==> config.mk <==
export PLATFORM = sky130hd
export DESIGN_NAME = sp_ram_burst_reader
export DESIGN_NICKNAME = d
export VERILOG_FILES = /design/src/rtl/sp_ram_burst_reader.sv
export SDC_FILE = /design/constraint.sdc
export NUM_CORES = 1
export LEC_CHECK = 0
export BUFFER_PORTS_ARGS = -buffer_cell sky130_fd_sc_hd__buf_2
export CAP_MARGIN = 20
export CORE_ASPECT_RATIO = 0.9
export CORE_MARGIN = 3
export CORE_UTILIZATION = 35
export CTS_CLUSTER_DIAMETER = 80
export DETAILED_ROUTE_END_ITERATION = 10
export GPL_ROUTABILITY_DRIVEN = 1
export PLACE_DENSITY = 0.62
export SETUP_SLACK_MARGIN = 0.1
export SYNTH_ARGS = -nofsm -noshare
export SYNTH_HDL_FRONTEND = slang
export SYNTH_SLANG_ARGS = --single-unit
==> constraint.sdc <==
create_clock -name clk -period 5.7 [get_ports clk]
set_input_delay 0.285 -clock clk [delete_from_list [all_inputs] [get_ports clk]]
set_output_delay 0.285 -clock clk [all_outputs]
set_load 0.005 [all_outputs]
==> src/rtl/sp_ram_burst_reader.sv <==
// Burst read initiator for a single-port RAM: issues one word read per cycle and
// streams the returned words through a two-entry buffer onto a valid/ready port.
module sp_ram_burst_reader #(
  parameter int ADDR_WIDTH = 8,
  parameter int DATA_WIDTH = 32,
  parameter int LEN_WIDTH  = 8
) (
  input  logic                      clk,
  input  logic                      rst_n,
  input  logic                      cmd_valid_i,
  output logic                      cmd_ready_o,
  input  logic [ADDR_WIDTH-1:0]     cmd_addr_i,
  input  logic [LEN_WIDTH-1:0]      cmd_len_i,
  output logic                      out_valid_o,
  input  logic                      out_ready_i,
  output logic [DATA_WIDTH-1:0]     out_data_o,
  output logic                      out_last_o,
  output logic                      done_o,
  output logic                      busy_o,
  output logic                      ram_en_o,
  output logic [ADDR_WIDTH-1:0]     ram_addr_o,
  output logic                      ram_we_o,
  output logic [DATA_WIDTH/8-1:0]   ram_be_o,
  output logic [DATA_WIDTH-1:0]     ram_wdata_o,
  input  logic [DATA_WIDTH-1:0]     ram_rdata_i
);

  localparam int                    BYTES      = DATA_WIDTH / 8;
  localparam logic [ADDR_WIDTH-1:0] ADDR_STEP  = ADDR_WIDTH'(BYTES);
  localparam logic [ADDR_WIDTH-1:0] ALIGN_MASK = ~ADDR_WIDTH'(BYTES - 1);
  localparam logic [LEN_WIDTH-1:0]  LEN_ZERO   = {LEN_WIDTH{1'b0}};
  localparam logic [LEN_WIDTH-1:0]  LEN_ONE    = LEN_WIDTH'(1);

  typedef enum logic [1:0] {
    S_IDLE  = 2'd0,
    S_RUN   = 2'd1,
    S_DRAIN = 2'd2
  } state_e;

  state_e                  state_q, state_d;
  logic [ADDR_WIDTH-1:0]   addr_q, addr_d;
  logic [ADDR_WIDTH-1:0]   ram_addr_q, ram_addr_d;
  logic [LEN_WIDTH-1:0]    rem_q, rem_d;
  logic [LEN_WIDTH-1:0]    len_q, len_d;
  logic [LEN_WIDTH-1:0]    beat_q, beat_d;
  logic                    inflight_q, inflight_d;
  logic                    zero_done_q, zero_done_d;
  logic [DATA_WIDTH-1:0]   buf_q [2];
  logic [DATA_WIDTH-1:0]   buf_d [2];
  logic                    wr_ptr_q, wr_ptr_d;
  logic                    rd_ptr_q, rd_ptr_d;
  logic [1:0]              cnt_q, cnt_d;

  logic                    cmd_fire_s;
  logic                    pop_s;
  logic                    issue_s;
  logic                    last_beat_s;
  logic [2:0]              occ_s;

  // Occupancy counts buffered words plus the read in flight, net of this cycle's pop.
  assign out_valid_o = (cnt_q != 2'd0);
  assign pop_s       = out_valid_o & out_ready_i;
  assign last_beat_s = out_valid_o & (beat_q == (len_q - LEN_ONE));
  assign occ_s       = {1'b0, cnt_q} + {2'b00, inflight_q} - {2'b00, pop_s};
  assign cmd_fire_s  = cmd_valid_i & cmd_ready_o;
  assign out_data_o  = buf_q[rd_ptr_q];
  assign out_last_o  = last_beat_s;
  assign ram_we_o    = 1'b0;
  assign ram_be_o    = {BYTES{1'b1}};
  assign ram_wdata_o = {DATA_WIDTH{1'b0}};

  // Control state register.
  always_ff @(posedge clk) begin
    if (!rst_n) begin
      state_q <= S_IDLE;
    end else begin
      state_q <= state_d;
    end
  end

  // Next-state decode.
  always_comb begin
    state_d = state_q;
    case (state_q)
      S_IDLE: begin
        if (cmd_fire_s && (cmd_len_i != LEN_ZERO)) begin
          state_d = S_RUN;
        end else begin
          state_d = S_IDLE;
        end
      end
      S_RUN: begin
        if (issue_s && (rem_q == LEN_ONE)) begin
          state_d = S_DRAIN;
        end else begin
          state_d = S_RUN;
        end
      end
      S_DRAIN: begin
        if (pop_s && last_beat_s) begin
          state_d = S_IDLE;
        end else begin
          state_d = S_DRAIN;
        end
      end
      default: begin
        state_d = S_IDLE;
      end
    endcase
  end

  // Per-state outputs; a zero-length command is completed while staying idle.
  always_comb begin
    cmd_ready_o = 1'b0;
    busy_o      = 1'b0;
    issue_s     = 1'b0;
    done_o      = 1'b0;
    case (state_q)
      S_IDLE: begin
        cmd_ready_o = ~zero_done_q;
        busy_o      = zero_done_q;
        done_o      = zero_done_q;
      end
      S_RUN: begin
        busy_o  = 1'b1;
        issue_s = (rem_q != LEN_ZERO) && (occ_s < 3'd2);
      end
      S_DRAIN: begin
        busy_o = 1'b1;
        done_o = pop_s & last_beat_s;
      end
      default: begin
        cmd_ready_o = 1'b0;
        busy_o      = 1'b0;
        issue_s     = 1'b0;
        done_o      = 1'b0;
      end
    endcase
    ram_en_o = issue_s;
    if (issue_s) begin
      ram_addr_o = addr_q;
    end else begin
      ram_addr_o = ram_addr_q;
    end
  end

  // Address, length and beat bookkeeping.
  always_comb begin
    addr_d      = addr_q;
    rem_d       = rem_q;
    len_d       = len_q;
    beat_d      = beat_q;
    ram_addr_d  = ram_addr_q;
    inflight_d  = issue_s;
    zero_done_d = cmd_fire_s && (cmd_len_i == LEN_ZERO);
    if (cmd_fire_s) begin
      addr_d = cmd_addr_i & ALIGN_MASK;
      rem_d  = cmd_len_i;
      len_d  = cmd_len_i;
      beat_d = LEN_ZERO;
    end else begin
      if (issue_s) begin
        addr_d     = addr_q + ADDR_STEP;
        rem_d      = rem_q - LEN_ONE;
        ram_addr_d = addr_q;
      end else begin
        addr_d     = addr_q;
        rem_d      = rem_q;
        ram_addr_d = ram_addr_q;
      end
      if (pop_s) begin
        beat_d = beat_q + LEN_ONE;
      end else begin
        beat_d = beat_q;
      end
    end
  end

  always_ff @(posedge clk) begin
    if (!rst_n) begin
      addr_q      <= {ADDR_WIDTH{1'b0}};
      ram_addr_q  <= {ADDR_WIDTH{1'b0}};
      rem_q       <= LEN_ZERO;
      len_q       <= LEN_ZERO;
      beat_q      <= LEN_ZERO;
      inflight_q  <= 1'b0;
      zero_done_q <= 1'b0;
    end else begin
      addr_q      <= addr_d;
      ram_addr_q  <= ram_addr_d;
      rem_q       <= rem_d;
      len_q       <= len_d;
      beat_q      <= beat_d;
      inflight_q  <= inflight_d;
      zero_done_q <= zero_done_d;
    end
  end

  // Two-entry buffer: RAM data is captured only in the cycle after an issue.
  always_comb begin
    buf_d    = buf_q;
    wr_ptr_d = wr_ptr_q;
    if (inflight_q) begin
      buf_d[wr_ptr_q] = ram_rdata_i;
      wr_ptr_d        = ~wr_ptr_q;
    end else begin
      wr_ptr_d = wr_ptr_q;
    end
    if (pop_s) begin
      rd_ptr_d = ~rd_ptr_q;
    end else begin
      rd_ptr_d = rd_ptr_q;
    end
    cnt_d = occ_s[1:0];
  end

  always_ff @(posedge clk) begin
    if (!rst_n) begin
      buf_q[0] <= {DATA_WIDTH{1'b0}};
      buf_q[1] <= {DATA_WIDTH{1'b0}};
      wr_ptr_q <= 1'b0;
      rd_ptr_q <= 1'b0;
      cnt_q    <= 2'd0;
    end else begin
      buf_q[0] <= buf_d[0];
      buf_q[1] <= buf_d[1];
      wr_ptr_q <= wr_ptr_d;
      rd_ptr_q <= rd_ptr_d;
      cnt_q    <= cnt_d;
    end
  end

endmodule

After elaboration in Yosys (flattened, before gate mapping):

Index checks and enable logic that the tools add are counted.

* flip-flop bits (word level): 112
* output and inout port bits: 83
* word-level logic and storage cells: 71

* add/sub/neg operators: 6
* $lt $le $gt $ge: 4
* equal/unequal tests: 4
* multiplexer cells: 19
* bitwise logic cells: 10
* reduce and logical (&&, ||, !) cells: 14

Operators by type and width (count)
* $mux W32: 4
* $bwmux W64: 1
* $mux W8: 5
* $demux W32 S1: 1
* $reduce_bool A8 Y1: 2
* $sub A8 B1 Y8 const B: 2
* $add A8 B1 Y8 const B: 1
* $add A8 B3 Y8 const B: 1
* $eq A8 B1 Y1 const B: 1
* $eq A8 B8 Y1: 1
* $logic_not A8 Y1: 1
* $logic_and A1 B1 Y1: 6
* $pmux W2 S3: 1
* $and A1 B1 Y1: 4
* $ge A2 B2 Y1 const B: 2
* $mux W2: 2
* $not A1 Y1: 4
* $not A1 Y2: 2
* $pmux W1 S2: 2
* $reduce_bool A2 Y1: 2
* $reduce_or A2 Y1: 2
* $add A2 B1 Y3: 1
* $lt A3 B2 Y1 const B: 1
* $mux W1: 3
* other kinds (5): 5

Longest topological paths before layout:

Gate-level depths: netlist of run 1.

* depth after elaboration: 9
* mapped depth: 13

Least setup slack after synthesis of run 1:

Ideal clock, no wire load.

* kind: reg2out
* from: register cnt_q[1]
* to: output port ram_addr_o[2]
* arrival time: 2797 ps
* data required time: 5415 ps
* path slack: 2618 ps
* stages on the path, launching flop included: 12
* path through: dfxtp_1 -> o21ai_1 -> clkinv_1 -> ha_1 -> inv_1 -> ha_1 -> inv_1 -> fa_1 -> nand2_1 -> a311oi_4 -> buf_6 -> mux2_2

* word-level cells in the longest chain between the ends: 7

RTL lines
* start: declaration: RTL line 52 `logic [1:0] cnt_q, cnt_d;`
* start signal: assignment: RTL line 229 `cnt_q <= cnt_d;`
* $reduce_bool A2 Y1: RTL line 61 `assign out_valid_o = (cnt_q != 2'd0);`
* $and A1 B1 Y1: RTL line 62 `assign pop_s = out_valid_o & out_ready_i;`
* named net pop_s: RTL line 55 `logic pop_s;`
* $sub A3 B1 Y3: RTL line 64 `assign occ_s = {1'b0, cnt_q} + {2'b00, inflight_q} - {2'b00, pop_s};`
* $lt A3 B2 Y1: RTL line 126 `issue_s = (rem_q != LEN_ZERO) && (occ_s < 3'd2);`
* $logic_and A1 B1 Y1: RTL line 126
* $mux W1: RTL line 118 `case (state_q)`
* $mux W8: RTL line 140 `if (issue_s) begin`
* end: declaration: RTL line 21 `output logic [ADDR_WIDTH-1:0] ram_addr_o,`

The timed path passes the listed nets, and every way through them passes these cells.

Worst setup path after layout of run 1:

* from: register cnt_q[1]
* to: output port ram_addr_o[7]

Same word-level chain as after synthesis.

==> flow_summary.toml, run 1 <==
[logic_synthesis]
yosysUniqueCellTypes = 45
synth_ff_type = "dfxtp_1"
synth_common_cells = "nand2_1 (167), dfxtp_1 (110), a21oi_1 (95)"
syn_inst = 638
syn_area_um2 = 5250
synth_area_leader_cell = "dfxtp_1"
yosys-top-cells-area = "dfxtp_1 (42%), nand2_1 (12%), a21oi_1 (9.1%), mux2_2 (8.1%), buf_4 (5.4%)"
yosysMostFrequentCell = "nand2_1"
yosys_warnings = 0
yosysSeqAreaShare_pct = 41.9
yosys.area.top_type_share_pct = 41.9
syn_area_per_cell_um2 = 8.23
synth_edf_count = 0
ys_ff_latch = 110
async_reset_ff_share_pct = 0

[cts]
htreeDepth = 3
cts-root-buf = "clkbuf_16"
cts_resized = 0
cts_buffers = 9
cts_tree = "yes"
clk_latency_ns = 0.35
clkTransAtPathRegs_ns = 0.08
cts.path.max_buffers = 2
cts.sinks = 110
post-cts-setup-buffers = 0
hold_buffers = 0

[global_route]
antenna_found_initial = 0
gr-total-overflow = 0
grt_util_met2_pct = 22.6
grt_pass1_wl_um = 19100
gr-usage-met3_pct = 3.57
grt_start_max_net_pins = 67
grt_usage_pct = 14.4
grt_use_met1_pct = 19.8
grt_pass1_vias = 3824
grt-busiest-layer = "met2"

[sta]
layout_setup_ws_ns = 1.43
finClkSkew_ns = 0.00642
max_freq_ghz = 0.234
finalCritPeriodShare_pct = 74.9
worst_pin_slew_ns = 0.936
slew_violations = 0
hold_viol_final = 0
slew_headroom_pct = 37.6
finalSetupTns_ns = 0
fin_crit_ns = 4.27
finalSetupViolCount = 0
rsz0062_at_grt = "no"

[setup_path]
crit_type = "reg2out"
cp.required_ns = 5.41
crit_arrival_ns = 3.98
crit_path_end_kind = "output port"
path_max_fanout = 20
start_kind = "flip-flop"

[place]
port_buffers = 95
dpl.cell_count = 891
gp_congestion = 0.780
pre_cts_ws_ns = 1.82
dp.final_hpwl_um = 7900

[die]
dieHeight_um = 122
die_w_um = 135
io_pins = 135
start_util_pct = 36.6
rows = 41
coreArea_um2 = 14400
die_area_um2 = 16500

[cells_and_area]
nets = 774
antenna_cells = 0
stdcell_count = 907
area_delta_synth_final_pct = 14.7
final_core_util_pct = 41.9
drive_gt1_share_pct = 23.2

[power_and_ir_drop]
ir_drop_mv = 0.182
p_per_area_nw_per_um2 = 348
leakagePower_nw = 2.45

[outcome]
status = "completed"

[detailed_routing]
vias = 4218
drcViolationCount = 0
wl_per_cell_um = 13.1
drt-initial-drc-count = 255
dr.pass1.iters = 4
viasPerCell = 4.65
final_antenna_net_count = 0
wl_um = 11900

[hold_path]
hp-class = "in2reg"

[job]
drv_cap = 0
-- sequential cells by signal, summed over array words and instances, names as in the netlist, 2 cells and up --
signal      count
addr_q          6
beat_q          8
buf_q          64
cnt_q           2
len_q           8
ram_addr_q      8
rem_q           8
state_q         2
-- area by class of cell --
cell class | instances | area (um2)
multi-input cells | 476 | 2710
fillers | 1478 | 8340
clock inverters | 7 | 87.6
well taps | 193 | 241
clock buffers | 9 | 225
inverters | 11 | 41.3
flip-flops and latches | 110 | 2200
repair buffers | 101 | 520
-- cell usage in the layout (no fill, tap or decap), types with 2 or more instances in the layout --
master     netlist  layout
a211oi_1         3       3
a21oi_1         95      95
and2_1           4       4
and3_1           5       5
buf_2            0      95
buf_4           38       6
clkbuf_16        0       9
conb_1           2      37
dfxtp_1        110     110
ha_1            12      12
inv_1            9       9
inv_6            0       3
inv_8            0       2
mux2_2          38      38
nand2_1        167     167
nand3_1         11      11
nand3b_1         2       2
nand4_1          7       7
nor2_1          20      20
nor2b_1          5       4
nor3_1           7       7
nor4_1           2       2
o21ai_0         10      10
xnor2_1         14      14
xor2_1          18      18
-- worst max-delay path, cell delays in order (launching register included) --
cell	delay (ns)
dfxtp_1	0.36
o21ai_1	0.36
clkinv_1	0.32
ha_1	0.35
inv_1	0.05
ha_1	0.13
inv_1	0.05
fa_1	0.52
nand2_1	0.11
a311oi_4	0.83
mux2_2	0.43
buf_2	0.13
-- path summary, 6_finish.rpt --
kind	startpoint	to	slack, ns	cells past startpoint
worst min register to register	buf_q[19]	buf_q[19]	0.45	2
worst max register to register	cnt_q[1]	rem_q[7]	1.80	13
worst min-delay path	ram_rdata_i[15]	buf_q[47]	0.17	3
worst max-delay path	cnt_q[1]	ram_addr_o[7]	1.43	11
-- layer usage --
layer / wire length [um] / vias to the layer above
met2: 5640 / 96
met3: 566 / 6
li1: - / 2177
met4: 109 / 0
met5: 0 / -
met1: 5540 / 1939
-- power breakdown --
part | total (mW) | switching [mW] | internal, mW
clock network | 0.663 | 0.310 | 0.353
logic | 0.523 | 0.292 | 0.231
registers | 0.910 | 0.0713 | 0.839
total | 2.10 | 0.673 | 1.42
-- stage by stage --
stage / power [mW] / hold WS, ns / instance area, um2
after global routing: 2.23 / 0.152 / 6020
after CTS: 2.13 / 0.153 / 6020
after global placement: 1.45 / 0.441 / 5710
after floorplan: 1.33 / 0.421 / 5380
after detailed placement: 1.45 / 0.444 / 5710
final: 2.10 / 0.171 / 6020
-- cells by family after synthesis --
group                      count (synthesis)  synth area share, %
and+or+nand+nor                          239                 19.8
AOI/OAI and AO/OA                        116                 12.0
DFF                                      110                 41.9
buffers and inverters                     87                 9.24
muxes                                     39                 8.34
xor gates and xnor gates                  32                 5.34
adders and majority gates                 13                 3.24
other                                      2                0.143
(Power assumes the default switching activity.)
==> inputs of run 2 (changes only) <==
- clock period: 5.7 -> 4.3 ns (I/O delays scaled with it)
==> run 2 against run 1 <==
Compared with the run above:
- total power grew 30%
- routed wire length decreased by 0.37%
- cell count grew 0.11%
- clock-buffer cell count unchanged
- sequential power grew 30%
- sequential share of layout area is essentially flat
- flip-flop and latch count stayed put
- via count shrank 0.55%
- first-iteration DRC count is 11% lower
- clock skew hardly changed
- design area down 0.10%
- critical path type unchanged
- largest power group unchanged
==> flow_summary.toml, run 2 (synthesis gave the netlist of run 1 again) <==
[outcome]
status = "completed"

[setup_path]
crit_path_end_kind = "output port"
timing.rr.start = "cnt_q[1]"
r2r_slack_ns = 0.96
path_buf_inv = 5
start_kind = "flip-flop"
cp_slowest_cell = "fa_1"
crit_chain = "o21ai_1 > clkinv_1 > ha_1 > inv_1 > ha_1 > inv_1 > fa_1 > nand2_1 > a311oi_4 > buf_4 > mux2_2 > buf_2"
critPathMaxStageDelay_ns = 0.50
crit_family = "adder cells"
crit_arrival_ns = 3.61
path_max_fanout = 32
crit_type = "reg2out"
r2r-end = "ram_addr_q[0]"
worst_r2r_path_depth = 12
cp.required_ns = 4.09

[detailed_routing]
wl_per_cell_um = 13.0
vias = 4195
drcViolationCount = 0
viasPerCell = 4.62
final_antenna_net_count = 0
wl_um = 11800
drt-initial-drc-count = 228
dr.pass1.iters = 4

[cells_and_area]
ff_latch_area_um2 = 2200
final_core_util_pct = 41.9
design_area_um2 = 6020
final_common_cell = "nand2_1"
multi_input_area_um2 = 2710
largest_reg_flops = 64
antenna_cells = 0
drive_gt1_share_pct = 23.4
fillers = 1507
nets = 775
final_cell_mix = "nand2_1 (167), dfxtp_1 (110), a21oi_1 (95), buf_2 (95), mux2_2 (38)"
top_register = "buf_q"
area_delta_synth_final_pct = 14.6

[place]
port_buffers = 95
gp_congestion = 0.769
dp.final_hpwl_um = 7950
placed_cell_area_um2 = 5720
pre_cts_ws_ns = 0.831

[cts]
clkTransAtPathRegs_ns = 0.08
cts_buffers = 9
cts_resized = 0
cts.sinks = 110
clk_latency_ns = 0.35
htreeDepth = 3
cts_tree = "yes"
cts-root-buf = "clkbuf_16"
post-cts-setup-buffers = 0
cts.path.max_buffers = 2
hold_buffers = 0

[sta]
finalCritPeriodShare_pct = 88.9
finalSetupTns_ns = 0
hold_viol_final = 0
finClkSkew_ns = 0.00680
slew_headroom_pct = 40.2
layout_setup_ws_ns = 0.479
worst_pin_slew_ns = 0.896
finalSetupViolCount = 0
slew_violations = 0
fin_crit_ns = 3.82
holdWs_ns = 0.102
max_freq_ghz = 0.262
rsz0062_at_grt = "no"

[power_and_ir_drop]
p_per_area_nw_per_um2 = 453
ir_drop_mv = 0.257
leakagePower_nw = 2.45

[die]
rows = 41
die_area_um2 = 16500
io_pins = 135
start_util_pct = 36.6
die_w_um = 135
dieHeight_um = 122
coreArea_um2 = 14400

[job]
drv_cap = 0

[hold_path]
hold_end = "buf_q[44]"
hold_path_startpoint = "ram_rdata_i[12]"
min_path_cells = 3
hp-class = "in2reg"

[global_route]
grt_usage_pct = 14.2
grt_start_max_net_pins = 50
gr-total-overflow = 0
grt_pass1_wl_um = 18900
grt_pass1_vias = 3780
antenna_found_initial = 0
[run 2: cell types whose count changed in the layout (fill, tap and decap cells not counted), sizes merged]
cell / delta
buf: +1
bufinv: -1
clkinv: +1
[run 2: worst max path at each step]
stage          startpoint            end  slack [ns]  depth (start not counted)
5_1_grt          cnt_q[1]  ram_addr_o[5]        0.23                         12
3_3_place_gp     cnt_q[1]  ram_addr_o[5]        0.86                         12
6_report         cnt_q[1]  ram_addr_o[5]        0.48                         12
4_1_cts          cnt_q[1]  ram_addr_o[5]        0.43                         12
3_5_place_dp     cnt_q[1]  ram_addr_o[5]        0.83                         12
2_1_floorplan    cnt_q[1]  ram_addr_o[2]        1.29                         11
[run 2: final cells by class]
type                       count  area share, %
inverter                      11          0.686
multi-input combinational    476           45.0
tap                          193           4.01
clock inverter                 7           1.23
clock buffer                   9           3.74
sequential                   110           36.6
timing repair buffer         102           8.77
[run 2: where the power goes]
| group | switching [mW] | internal [mW] |
|---|---|---|
| logic | 0.409 | 0.305 |
| clock network | 0.416 | 0.414 |
| registers | 0.0715 | 1.11 |
[run 2: metrics by stage]
stage / power [mW] / instances
floorplan: 1.76 / 673
global placement: 1.92 / 892
detailed placement: 1.93 / 892
CTS: 2.76 / 908
global route: 2.90 / 908
finish: 2.73 / 908
[run 2: worst reg2reg max path: stages (launching register included)]
cell and delay (ns):
dfxtp_1 0.35, o21ai_1 0.30, clkinv_1 0.27, ha_1 0.33, inv_1 0.06, ha_1 0.13, inv_1 0.04, fa_1 0.50
nand2_1 0.10, a311oi_4 0.26, buf_4 0.37, nand2_1 0.27, and3_1 0.24
[run 2: layer usage]
| metal | track usage (%) | up-vias | share of wire, % |
|---|---|---|---|
| met5 | 0 | - | 0 |
| met4 | 3.78 | 0 | 1.2 |
| met3 | 3.44 | 12 | 4.6 |
| met2 | 22.1 | 82 | 45 |
| met1 | 19.9 | 1909 | 49 |
| li1 | - | 2192 | - |
